==> src/rtl/wts_i2s_transmitter_pkg.sv <==
// wts_i2s_transmitter_pkg: shared I2S frame constants and sample conversion
package wts_i2s_transmitter_pkg;

    localparam int MIX_W            = 12;
    localparam int SLOT_16          = 16;
    localparam int SLOT_32          = 32;
    localparam int DEFAULT_BCLK_DIV = 4;

    typedef logic [MIX_W-1:0] mix_t;

    // Offset-binary samples become two's complement by flipping the sign bit.
    function automatic mix_t to_signed12(input mix_t s, input bit is_unsigned);
        return {s[MIX_W-1] ^ is_unsigned, s[MIX_W-2:0]};
    endfunction

endpackage

==> src/rtl/wts_i2s_transmitter_if.sv <==
// wts_i2s_transmitter_if: mixer-side sample bus and I2S pins of the transmitter
interface wts_i2s_transmitter_if;
    import wts_i2s_transmitter_pkg::*;

    logic enable;
    logic sample_valid;
    mix_t left_in;
    mix_t right_in;
    logic i2s_bclk;
    logic i2s_lrclk;
    logic i2s_data;
    logic sample_overrun;
    logic sample_underrun;

    modport master (
        output enable, sample_valid, left_in, right_in,
        input  i2s_bclk, i2s_lrclk, i2s_data, sample_overrun, sample_underrun
    );

    modport slave (
        input  enable, sample_valid, left_in, right_in,
        output i2s_bclk, i2s_lrclk, i2s_data, sample_overrun, sample_underrun
    );

endinterface

==> src/rtl/wts_i2s_clock_gen.sv <==
// wts_i2s_clock_gen: bclk divider, fall strobe, bit counter and word select
module wts_i2s_clock_gen
    import wts_i2s_transmitter_pkg::*;
#(
    parameter int BCLK_DIV  = DEFAULT_BCLK_DIV,
    parameter int SLOT_BITS = SLOT_16
) (
    input  logic clk,
    input  logic nreset,
    input  logic enable,
    output logic bclk,
    output logic lrclk,
    output logic fall,
    output logic load
);

    localparam int DW = $clog2(BCLK_DIV + 1);
    localparam int BW = $clog2(2 * SLOT_BITS);

    logic [DW-1:0] div_cnt;
    logic [BW-1:0] bit_cnt;
    logic          first;
    logic          tc;

    assign tc   = div_cnt == DW'(BCLK_DIV - 1);
    assign fall = enable && tc && bclk;
    // The first fall after reset or enable always starts a fresh frame.
    assign load = fall && (first || bit_cnt == BW'(2 * SLOT_BITS - 1));

    // Divider and bit counter; lrclk is decoded from the count before it advances so it leads the slot MSB by one bclk.
    always_ff @(posedge clk or negedge nreset) begin
        if (!nreset) begin
            div_cnt <= '0;
            bit_cnt <= '0;
            bclk    <= 1'b0;
            lrclk   <= 1'b0;
            first   <= 1'b1;
        end else if (!enable) begin
            div_cnt <= '0;
            bit_cnt <= '0;
            bclk    <= 1'b0;
            lrclk   <= 1'b0;
            first   <= 1'b1;
        end else begin
            div_cnt <= tc ? '0 : div_cnt + 1'b1;
            bclk    <= bclk ^ tc;
            if (fall) begin
                bit_cnt <= load ? '0 : bit_cnt + 1'b1;
                lrclk   <= bit_cnt >= BW'(SLOT_BITS - 1) && bit_cnt <= BW'(2 * SLOT_BITS - 2);
                first   <= 1'b0;
            end
        end
    end

endmodule

==> src/rtl/wts_i2s_transmitter.sv <==
// wts_i2s_transmitter: captures 12-bit mix samples and serialises them as Philips I2S
module wts_i2s_transmitter
    import wts_i2s_transmitter_pkg::*;
#(
    parameter int BCLK_DIV       = DEFAULT_BCLK_DIV,
    parameter int SLOT_BITS      = SLOT_16,
    parameter bit INPUT_UNSIGNED = 1'b1
) (
    input logic                  clk,
    input logic                  nreset,
    wts_i2s_transmitter_if.slave bus
);

    localparam int FW  = 2 * SLOT_BITS;
    localparam int PAD = SLOT_BITS - MIX_W;

    logic [SLOT_BITS-1:0] hold_l, hold_r;
    logic [FW-1:0]        shift, last, frame;
    logic                 pending, data, overrun, underrun, fall, load;

    wts_i2s_clock_gen #(
        .BCLK_DIV (BCLK_DIV),
        .SLOT_BITS(SLOT_BITS)
    ) u_clock_gen (
        .clk   (clk),
        .nreset(nreset),
        .enable(bus.enable),
        .bclk  (bus.i2s_bclk),
        .lrclk (bus.i2s_lrclk),
        .fall  (fall),
        .load  (load)
    );

    // Without a fresh sample the previous frame is repeated.
    assign frame               = pending ? {hold_l, hold_r} : last;
    assign bus.i2s_data        = data;
    assign bus.sample_overrun  = overrun;
    assign bus.sample_underrun = underrun;

    // Sample capture and pending tracking; a strobe in the load cycle keeps the new sample pending for the next frame.
    always_ff @(posedge clk or negedge nreset) begin
        if (!nreset) begin
            hold_l   <= '0;
            hold_r   <= '0;
            pending  <= 1'b0;
            overrun  <= 1'b0;
            underrun <= 1'b0;
        end else begin
            if (bus.sample_valid) begin
                hold_l <= {to_signed12(bus.left_in, INPUT_UNSIGNED), {PAD{1'b0}}};
                hold_r <= {to_signed12(bus.right_in, INPUT_UNSIGNED), {PAD{1'b0}}};
            end
            pending  <= bus.sample_valid || (pending && !load);
            overrun  <= bus.sample_valid && pending && !load;
            underrun <= load && !pending;
        end
    end

    // Shift register; data is the MSB delayed by one bclk, which gives the I2S one-bit offset.
    always_ff @(posedge clk or negedge nreset) begin
        if (!nreset) begin
            shift <= '0;
            last  <= '0;
            data  <= 1'b0;
        end else if (!bus.enable) begin
            shift <= '0;
            last  <= '0;
            data  <= 1'b0;
        end else if (fall) begin
            data  <= shift[FW-1];
            shift <= load ? frame : shift << 1;
            if (load) last <= frame;
        end
    end

endmodule

==> src/flat_wrapper.sv <==
// flat-port wrapper written by rule: the top's interface ports become plain ports
module wts_i2s_transmitter_flat import wts_i2s_transmitter_pkg::*;
#(
    parameter int BCLK_DIV       = DEFAULT_BCLK_DIV,
    parameter int SLOT_BITS      = SLOT_16,
    parameter bit INPUT_UNSIGNED = 1'b1
)
  (clk, nreset, bus_enable, bus_sample_valid, bus_left_in, bus_right_in, bus_i2s_bclk, bus_i2s_lrclk, bus_i2s_data, bus_sample_overrun, bus_sample_underrun);
  wts_i2s_transmitter_if bus_i ();
  input logic clk;
  input logic nreset;
  input wire logic [$bits(bus_i.enable)-1:0] bus_enable;
  input wire logic [$bits(bus_i.sample_valid)-1:0] bus_sample_valid;
  input wire logic [$bits(bus_i.left_in)-1:0] bus_left_in;
  input wire logic [$bits(bus_i.right_in)-1:0] bus_right_in;
  output wire logic [$bits(bus_i.i2s_bclk)-1:0] bus_i2s_bclk;
  output wire logic [$bits(bus_i.i2s_lrclk)-1:0] bus_i2s_lrclk;
  output wire logic [$bits(bus_i.i2s_data)-1:0] bus_i2s_data;
  output wire logic [$bits(bus_i.sample_overrun)-1:0] bus_sample_overrun;
  output wire logic [$bits(bus_i.sample_underrun)-1:0] bus_sample_underrun;
  assign bus_i.enable = bus_enable;
  assign bus_i.sample_valid = bus_sample_valid;
  assign bus_i.left_in = bus_left_in;
  assign bus_i.right_in = bus_right_in;
  assign bus_i2s_bclk = bus_i.i2s_bclk;
  assign bus_i2s_lrclk = bus_i.i2s_lrclk;
  assign bus_i2s_data = bus_i.i2s_data;
  assign bus_sample_overrun = bus_i.sample_overrun;
  assign bus_sample_underrun = bus_i.sample_underrun;
  wts_i2s_transmitter #(.BCLK_DIV(BCLK_DIV), .SLOT_BITS(SLOT_BITS), .INPUT_UNSIGNED(INPUT_UNSIGNED)) u_core (.clk(clk), .nreset(nreset), .bus(bus_i));
endmodule
==> config.mk <==
export PLATFORM = sky130hd
export DESIGN_NAME = wts_i2s_transmitter_flat
export DESIGN_NICKNAME = d
export VERILOG_FILES = /design/src/rtl/wts_i2s_transmitter_pkg.sv /design/src/rtl/wts_i2s_transmitter_if.sv /design/src/rtl/wts_i2s_clock_gen.sv /design/src/rtl/wts_i2s_transmitter.sv /design/src/flat_wrapper.sv
export SDC_FILE = /design/constraint.sdc
export NUM_CORES = 1
export LEC_CHECK = 0
export CAP_MARGIN = 0
export CORE_MARGIN = 2
export CORE_UTILIZATION = 51
export CTS_BUF_LIST = sky130_fd_sc_hd__clkbuf_8
export CTS_CLUSTER_DIAMETER = 60
export DETAILED_ROUTE_END_ITERATION = 10
export PLACE_DENSITY = 0.73
export SETUP_SLACK_MARGIN = 0.3
export SYNTH_ARGS = -nofsm -noshare
export SYNTH_HDL_FRONTEND = slang
export SYNTH_HIERARCHICAL = 1
export SYNTH_SLANG_ARGS = --single-unit
export TNS_END_PERCENT = 30
==> constraint.sdc <==
create_clock -name clk -period 2.3 [get_ports clk]
set_clock_uncertainty 0.15 [all_clocks]
set_input_delay 0.46 -clock clk [delete_from_list [all_inputs] [get_ports clk]]
set_output_delay 0.46 -clock clk [all_outputs]
set_load 0.03 [all_outputs]
Yosys cells after proc, flatten, opt, wreduce, memory -nomap -nowiden
Index checks and enable logic that the tools add are counted.
Widths: inputs -> output; s select.
- div/mod/pow operators: 0
- multiply operators: 0
- add/subtract/negate cells: 2
- magnitude comparators: 2
- bitwise logic cells: 3
- muxes and demuxes: 19
- equal/unequal tests: 4
- shift-type cells: 0
- reduce and logical (&&, ||, !) cells: 13
- operators by type and width (kind ; count):
    $mux 32 ; 7
    $mux 5 ; 3
    $logic_and 1x1->1 ; 8
    $mux 1 ; 7
    $mux 3 ; 2
    $add 5x1->5 const B ; 1
    $eq 5x5->1 const B ; 1
    $ge 5x4->1 const B ; 1
    $le 5x5->1 const B ; 1
    $ne 2x1->1 const B ; 2
    $add 3x1->3 const B ; 1
    $eq 3x2->1 const B ; 1
    $logic_not 1->1 ; 2
    $logic_or 1x1->1 ; 2
    $not 1->1 ; 2
    $reduce_and 2->1 ; 1
    $xor 1x1->1 ; 1
- logic and storage cells: 56
- input port bits: 28
- memories: 0
- ROM bits: 0
- output and inout port bits: 5
- latch bits: 0
- bits in registers: 103
- RAM bits: 0

Longest topological paths before layout
Gate-level depths: netlist of the first run.
- word-level depth: 7
- depth in mapped cells: 9
- gate-level depth less buffers: 7

Modules after synthesis
Netlist of the first run, hierarchy kept.
- modules (own cells, without submodules) (module ; seq. area each (um^2) ; times used ; cells each ; area each (um^2)):
    wts_i2s_transmitter ; 2302.2 ; 1 ; 353 ; 4215.3
    wts_i2s_clock_gen ; 276.5 ; 1 ; 57 ; 586.8

Worst setup path after synthesis of the first run
Ideal clock, no wire load.
- path type: register to register
- start point: register u_core.u_clock_gen.bit_cnt[0]
- end point: register u_core.shift[16]
- setup time: 0.126 ns
- setup slack: 0.111 ns
- path buffers: 1
- cell stages (with the launch flop): 9
- data required time: 2.024 ns
- clock period less this slack: 2.189 ns
- arrival: 1.913 ns
- cells stage by stage: dfrtp_1 > ha_1 > and3_1 > ha_1 > nor2_1 > nor2_1 > and4b_1 > buf_2 > a221o_1
- word-level cells in the longest chain between the ends: 6
- RTL lines (element ; RTL line ; RTL):
    start: declaration ; wts_i2s_clock_gen.sv:21 ; logic [BW-1:0] bit_cnt;
    start signal: assignment ; wts_i2s_clock_gen.sv:48 ; bit_cnt <= load ? '0 : bit_cnt + 1'b1;
    $eq 5x5->1 ; wts_i2s_clock_gen.sv:28 ; assign load = fall && (first || bit_cnt == BW'(2 * SLOT_BITS - 1));
    $logic_or 1x1->1 ; wts_i2s_clock_gen.sv:28 ;
    $logic_and 1x1->1 ; wts_i2s_clock_gen.sv:28 ;
    named net u_core.load ; wts_i2s_transmitter.sv:19 ; logic pending, data, overrun, underrun, fall, load;
    $mux 32 ; wts_i2s_transmitter.sv:71 ; shift <= load ? frame : shift << 1;
    $mux 32 ; wts_i2s_transmitter.sv:69 ; end else if (fall) begin
    $mux 32 ; wts_i2s_transmitter.sv:65 ; end else if (!bus.enable) begin
    end signal: assignment ; wts_i2s_transmitter.sv:71 ;
    end: declaration ; wts_i2s_transmitter.sv:18 ; logic [FW-1:0] shift, last, frame;
The timed path passes the listed nets, and every way through them passes these cells. The select of a mux whose other input is x is not followed.
A chain may end at the register's enable or synchronous reset.

Worst setup path in the final report of the first run
- start point: register u_core.u_clock_gen.bit_cnt[1]
- end point: register u_core.shift[19]
Same word-level chain as after synthesis.

==> results of run 1 <==
==> metal layers <==
| metal | part of all wire, % | up-vias |
|---|---|---|
| met5 | 0 | - |
| met3 | 3.6 | 25 |
| met4 | 2.9 | 0 |
| met2 | 50 | 80 |
| li1 | - | 1550 |
| met1 | 44 | 1696 |
==> critical path, cell delays in order (launching register included) <==
cell and delay, ns:
dfrtp_1 0.37, ha_2 0.19, and3_4 0.20, ha_4 0.14
nor2_4 0.04, nor2_4 0.12, buf_6 0.13, buf_6 0.09
buf_6 0.09, and4b_1 0.20, a221o_1 0.28
==> layout make-up <==
class / count / area (sq um)
fill: 704 / 3470
multi-input combinational: 270 / 2120
tap: 111 / 139
clock inverter: 6 / 55.1
sequential: 103 / 2580
inverter: 5 / 23.8
clock buffer: 9 / 124
timing repair buffer: 64 / 684
==> sequential cells by signal, indices dropped and copies added, names as in the netlist <==
register and cells:
u_core/last 32, u_core/shift 32, u_core/hold_l 12, u_core/hold_r 12, u_core/u_clock_gen/bit_cnt 5, u_core/u_clock_gen/div_cnt 3, u_core/bus.i2s_data 1, u_core/bus.sample_overrun 1
u_core/bus.sample_underrun 1, u_core/pending 1, u_core/u_clock_gen/bclk 1, u_core/u_clock_gen/first 1, u_core/u_clock_gen/lrclk 1
==> report_power, final <==
group / switching (mW) / total, mW / internal, mW
clock network: 0.588 / 1.07 / 0.487
logic: 0.142 / 0.272 / 0.129
registers: 0.0371 / 1.90 / 1.86
==> layout by cell type, fill, tap and decap left out, types with 3 or more instances in the layout <==
cell type        synthesis  final
nand2b_1                 3      3
a221o_1                  7      7
and3_1                  12     10
o21ai_0                  5      5
mux2i_1                 50     50
clkbuf_8                 0      9
o221ai_1                23     15
mux2_2                  22     22
buf_6                    4      8
nand3b_1                25     25
nand2_1                 78     78
buf_12                   0      5
nor2_1                   7      5
and4b_1                  8      7
dfrtp_1                102    102
o221ai_2                 0      6
buf_4                    4     17
inv_1                    4      6
clkdlybuf4s50_1          0     29
==> worst max-delay path by stage <==
stage / start / to / slack [ns]
after floorplan: u_core/u_clock_gen/bit_cnt[1] / u_core/shift[16] / 0.30
after global placement: u_core/u_clock_gen/bit_cnt[1] / u_core/last[20] / 0.18
after detailed placement: u_core/u_clock_gen/bit_cnt[0] / u_core/last[24] / 0.02
after CTS: u_core/u_clock_gen/bit_cnt[1] / u_core/shift[3] / 0.15
after global routing: u_core/u_clock_gen/bit_cnt[1] / u_core/shift[19] / 0.11
final: u_core/u_clock_gen/bit_cnt[1] / u_core/shift[19] / 0.18
==> what timing repair did <==
action | in CTS | in global routing
setup buffers | 11 | 1
setup endpoints to repair | 67 | 68
gates resized for setup | 10 | 22
hold buffers | 1 | 0
gates cloned | 2 | 1
pin swaps | 7 | 13
endpoints found under the hold margin | 28 | 0
==> logic make-up after synthesis <==
| family | share of synthesized area, % |
|---|---|
| adders and majority gates | 1.30 |
| muxes | 15.6 |
| xor gates and xnor gates | 0.182 |
| AOI/OAI and AO/OA | 7.45 |
| and+or+nand+nor | 16.9 |
| DFF | 53.7 |
| buffers and inverters | 4.85 |
==> per-stage QoR <==
| stage | power, mW | cell area, sq um | setup slack [ns] | utilization [%] |
|---|---|---|---|---|
| after floorplan | 2.06 | 4840 | 0.301 | - |
| after global placement | 2.19 | 5250 | 0.181 | 57.0 |
| after detailed placement | 2.20 | 5250 | 0.0223 | 57.0 |
| after CTS | 3.26 | 5580 | 0.149 | 60.7 |
| after global routing | 3.39 | 5720 | 0.107 | 62.2 |
| final | 3.24 | 5720 | 0.184 | 62.2 |
==> reports/qor.csv, run 1 <==
stage,metric,value,unit
global_route,met2 Usage GRT,33.8,%
timing,Pins Over Slew Limit,0,
synthesis,syn_area_per_cell,11.7,sq um
global_route,GRT met3 Usage,3.81,%
synthesis,post-synth cell types,42,
synthesis,top-area cell type share of the netlist area,53.2,%
worst_setup_path,critical path capture point type,flip-flop,
power_and_ir_drop,Leak,2.66,nW
drt,via count,3351,
global_route,first-pass GRT wire length,16.5,mm
synthesis,synthesized cell area,0.00480,sq mm
synthesis,syn nets,443,
drt,drt via density,5.90,
global_route,largest net degree at the start of global routing,101,
floorplan,row count,35,
synthesis,most common cell in the netlist,dfrtp_1,
worst_setup_path,reg2reg end,u_core/shift[19],
final_layout,share of post-route cells with drive strength above 1,21.0,%
synthesis,"top cells by count, synth","102 x dfrtp_1, 78 x nand2_1, 50 x mux2i_1",
timing,Peak Freq,473,MHz
synthesis,Syn Inst Count,410,
worst_hold_path,hold_sp,u_core/u_clock_gen/div_cnt[0],
drt,Post-DRT Antenna Nets,0,
cts,Longest Clk Path Bufs,2,
power_and_ir_drop,Peak VDD IR,335,uV
timing,RSZ-0062 raised after global routing,yes,
final_layout,Layout Cells excl Fill,568,
timing,hold violation total from the final report,0,
timing,max_slew headroom,70.9,%
drt,1st-iter DRT viols,235,
place,Inst Count DP,537,
global_route,GRT Overall Usage,20.9,%
cts,Worst-path clk slew,0.09,ns
cts,clk sink count,103,
drt,drt wl/cell,17.6,um
power_and_ir_drop,PD cells,566,mW/mm^2
cts,clk root buf,clkbuf_8,
worst_setup_path,CP startpoint kind,flip-flop,
timing,worst slew pin tran,0.437,ns
timing,aggregate negative setup slack,0,ns
timing,min cycle time layout,2.12,ns
timing,"Period Utilization, post-route",92.0,%
worst_setup_path,Critical Path RT,2.39,ns
cts,"Clk Latency, worst-skew pair",0.36,ns
synthesis,synth top area cells,"dfrtp_1 53%, mux2i_1 10%, nand2_1 6.1%, mux2_2 5.2%, o221ai_1 4.2%",
global_route,GR met1 Demand/Resource,28.0,%
cts,CTS HTree Levels,3,
floorplan,Core ar.,0.00920,sq mm
floorplan,Starting Density,52.2,%
global_route,initial antenna violation count,0,
worst_setup_path,CP Class,reg -> reg,
worst_setup_path,"Data arrival, critical path",2.20,ns
synthesis,"Seq/Total Area, Yosys",53.7,%
global_route,grt peak-use layer,met2,
worst_hold_path,Hold Path Sink,u_core/u_clock_gen/div_cnt[0],
place,HPWL after DPL,5.85,mm
final_layout,area growth from synthesis to layout,19.2,%
place,RD Place Congestion,0.772,
floorplan,Horiz. Die Dim,101,um
global_route,total gr overflow,0,
synthesis,Main synth FF type,dfrtp_1,
drt,DRT Wirelength,10.0,mm
floorplan,die footprint,0.0102,sq mm
global_route,vias in the first global route,3331,
flow_run,Max Cap Violations,0,
cts,CTS tree,built,
worst_hold_path,HP Class,reg -> reg,
cts,CTS Buf Count,9,
drt,Pre-antenna DRT Iters,5,
final_layout,# nets final,486,
floorplan,num ports,33,
run_status,status,"complete, no violations",
timing,Fin Hold WS,0.288,ns
timing,final setup fails,0,
floorplan,die height,101,um
worst_setup_path,Crit Path Max Fanout,4,
synthesis,largest area contributor in the netlist,dfrtp_1,
final_layout,final antenna diode count,0,
worst_setup_path,worst reg2reg path depth,10,
worst_setup_path,worst reg-to-reg setup slack,0.18,ns
worst_setup_path,r2r startpoint,u_core/u_clock_gen/bit_cnt[1],
synthesis,Synth Warn #,6,
synthesis,"EDFF count, synth",0,
synthesis,register bit total from synthesis,103,
synthesis,Async SR Flop Fraction,100,%
drt,DR DRC count,0,
worst_hold_path,hold path depth,1,
place,PortBufs,32,
(Power assumes the default switching activity.)
==> run 2: changes to the inputs <==
- ABC_CLOCK_PERIOD_IN_PS: not set -> 2300
- CTS_CLUSTER_DIAMETER: 60 -> 100
==> results of run 2 <==
The final DEF is identical to that of run 1; final timing and power are the same.
==> run 3: changes to the inputs <==
- ABC_AREA: not set -> 1
- PLACE_DENSITY: 0.73 -> 0.74
==> reports/qor.csv, run 3 <==
stage,metric,value,unit,change
drt,Post-DRT Antenna Nets,0,,unchanged
drt,1st-iter DRT viols,407,,+73%
drt,DRT Wirelength,10.9,mm,+8.8%
worst_setup_path,Crit-path slowest cell,dfrtp_1,,
global_route,first-pass GRT wire length,17.1,mm,+4.1%
synthesis,area share of xor/xnor cells in the synthesized design,0.190,%,+0.0081 points
synthesis,"EDFF count, synth",0,,unchanged
timing,hold violation total from the final report,0,,unchanged
synthesis,Post-Synth Simple-Gate Area,36.8,%,+20 points
floorplan,die height,99.0,um,-2.1%
drt,drt wl/cell,14.8,um,-16%
timing,max_slew headroom,56.9,%,-14 points
worst_hold_path,HP Class,reg -> reg,,
timing,min cycle time layout,2.04,ns,-0.0801 ns
global_route,initial antenna violation count,0,,unchanged
synthesis,Main synth FF type,dfrtp_1,,
cts,CTS tree,built,,
final_layout,area growth from synthesis to layout,21.3,%,
synthesis,multiplexer share of the synthesized area,0,%,-16 points
final_layout,Regs by FF count,"u_core/last: 32 flops, u_core/shift: 32 flops",,
synthesis,Syn Inst Count,583,,+42%
synthesis,main combinational cell family by area after synthesis,simple AND/OR/NAND/NOR gates,,
global_route,GRT Overall Usage,21.8,%,+0.86 points
place,placed instance area,0.00507,sq mm,-3.3%
flow_run,Max Cap Violations,0,,unchanged
timing,"Period Utilization, post-route",88.5,%,-3.5 points
final_layout,share of post-route cells with drive strength above 1,14.2,%,-6.8 points
worst_setup_path,CP startpoint kind,flip-flop,,
drt,DR DRC count,0,,unchanged
synthesis,synth top area cells,"dfrtp_1 56%, nand2_1 26%, nand3_1 3.9%, nand4_1 2.4%, nor2_1 2.2%",,
floorplan,row count,34,,-2.9%
run_status,status,"complete, no violations",,
global_route,largest net degree at the start of global routing,48,,-52%
timing,Pins Over Slew Limit,0,,unchanged
place,HPWL after DPL,6.55,mm,+12%
synthesis,Async SR Flop Fraction,100,%,unchanged
floorplan,Core ar.,0.00872,sq mm,-5.2%
timing,final setup fails,0,,unchanged
final_layout,"leading cell type in the layout, fill and taps excluded",nand2_1,,
final_layout,# nets final,656,,+35%
synthesis,largest area contributor in the netlist,dfrtp_1,,
timing,RSZ-0062 raised after global routing,yes,,
synthesis,syn nets,616,,+39%
cts,clk root buf,clkbuf_8,,
timing,Peak Freq,491,MHz,+3.9%
cts,"Clk Latency, worst-skew pair",0.37,ns,about the same
worst_setup_path,CP top delay family,simple AND/OR/NAND/NOR gates,,
synthesis,post-synth cell types,21,,-50%
timing,aggregate negative setup slack,0,ns,unchanged
global_route,vias in the first global route,3671,,+10%
timing,worst slew pin tran,0.646,ns,+0.209 ns
cts,CTS Buf Count,9,,unchanged
power_and_ir_drop,Peak VDD IR,293,uV,-13%
synthesis,syn_area_per_cell,7.89,sq um,-33%
place,RD Place Congestion,0.828,,+7.3%
cts,Worst-path clk slew,0.10,ns,about the same
drt,drt via density,5.28,,-11%
worst_setup_path,critical path's largest stage delay,0.37,ns,about the same
worst_setup_path,CP Cell Sequence,"ha_2, nand2_2, nor2_4, ha_4, inv_2, a21oi_4, inv_4, nor2_4, clkbuf_16, nand2_2, nand3_1",,
synthesis,"top cells by count, synth","324 x nand2_1, 102 x dfrtp_1, 36 x nand3_1",,
worst_setup_path,critical path capture point type,flip-flop,,
synthesis,Adder-Cell Fraction of Synth Area,1.36,%,+0.058 points
cts,Longest Clk Path Bufs,2,,unchanged
drt,via count,3885,,+16%
power_and_ir_drop,Leak,3.15,nW,+18%
floorplan,Horiz. Die Dim,99.0,um,-2.1%
synthesis,register bit total from synthesis,103,,unchanged
global_route,total gr overflow,0,,unchanged
place,PortBufs,32,,unchanged
synthesis,most common cell in the netlist,nand2_1,,
power_and_ir_drop,PD cells,577,mW/mm^2,+1.8%
drt,Pre-antenna DRT Iters,5,,unchanged
synthesis,top-area cell type share of the netlist area,55.5,%,+2.4 points
floorplan,num ports,33,,unchanged
cts,clk sink count,103,,unchanged
floorplan,die footprint,0.00979,sq mm,-4.1%
final_layout,final antenna diode count,0,,unchanged
final_layout,fill count,678,,-3.7%
worst_setup_path,Crit Path Max Fanout,6,,+2
synthesis,Synth Area in Compound Gates,0.544,%,-6.9 points
floorplan,Starting Density,52.7,%,+0.51 points
synthesis,Synth Warn #,6,,unchanged
worst_setup_path,CP bufs+invs,3,,unchanged
cts,CTS HTree Levels,3,,unchanged
final_layout,most frequent cells in the layout,"299 x nand2_1, 102 x dfrtp_1, 30 x clkdlybuf4s50_1",,
worst_setup_path,Critical Path RT,2.46,ns,+0.07 ns
synthesis,synthesized cell area,0.00460,sq mm,-4.2%
final_layout,post-route cell area,0.00558,sq mm,-2.6%
worst_setup_path,CP Class,reg -> reg,,
worst_setup_path,"Data arrival, critical path",2.20,ns,about the same
synthesis,"Seq/Total Area, Yosys",56.1,%,+2.4 points
-- run 3: cell count changes after synthesis, sizes merged, moves of 13 or more --
cell / delta
buf: -13
o221ai: -23
inv: +23
nor2: +23
nand2: +248
mux2: -22
nand3b: -25
nand4: +18
nand3: +32
and3: -13
mux2i: -50
-- run 3: cell families after synthesis --
logic type	count (synthesis)
buf+inv	53
compound gates	5
simple gates	416
xor+xnor	1
flops	103
fa+ha+maj	5
-- run 3: layer usage --
metal | vias up | wire [um] | part of all wire, % | track usage, %
li1 | 1880 | - | - | -
met1 | 1848 | 4930 | 45 | 31.9
met2 | 134 | 5100 | 47 | 33.2
met3 | 23 | 576 | 5.3 | 3.90
met4 | 0 | 293 | 2.7 | 7.06
met5 | - | 0 | 0 | 0
-- run 3: final cells by class --
class,count,area (sq um),share of cell area [%]
tap,108,135,2.42
multi-input combinational,427,1970,35.3
clock buffer,11,151,2.71
timing repair buffer,55,606,10.9
clock inverter,5,33.8,0.606
sequential,103,2580,46.2
inverter,27,104,1.86
-- run 3: final timing paths --
path / startpoint / end / slack (ns) / cells past startpoint
max in group asynchronous: nreset / u_core/u_clock_gen/first / 0.88 / 3
setup / recovery: u_core/u_clock_gen/bit_cnt[1] / u_core/shift[30] / 0.26 / 11
setup reg to reg: u_core/u_clock_gen/bit_cnt[1] / u_core/shift[30] / 0.26 / 11
hold reg to reg: u_core/u_clock_gen/div_cnt[0] / u_core/u_clock_gen/div_cnt[0] / 0.30 / 1
min in group asynchronous: nreset / u_core/last[27] / 0.45 / 2
hold / removal: u_core/u_clock_gen/div_cnt[0] / u_core/u_clock_gen/div_cnt[0] / 0.30 / 1
-- run 3: through the flow --
stage | instances | util (%) | setup WS (ns) | total power, mW | hold slack, ns
after detailed placement | 710 | 58.2 | 0.0848 | 2.17 | 0.290
after global routing | 736 | 63.9 | 0.187 | 3.35 | 0.319
after CTS | 729 | 60.6 | 0.282 | 3.21 | 0.304
final | 736 | 63.9 | 0.264 | 3.22 | 0.299
after global placement | 710 | 58.2 | 0.136 | 2.16 | 0.280
after floorplan | 583 | - | 0.303 | 2.03 | 0.0144
-- run 3: power breakdown --
group	total [mW]	switching, mW	internal (mW)	leakage [nW]
Sequential	1.88	0.0254	1.86	1.38
Clock	1.06	0.611	0.451	0.0967
Combinational	0.273	0.164	0.108	1.67
-- run 3: timing repair --
action,in CTS,in global routing
pin swaps,0,14
resized for setup,2,52
hold buffers,1,0
hold endpoints to repair,35,0
setup endpoints to repair,66,64
cloned,0,4
setup buffers,2,3
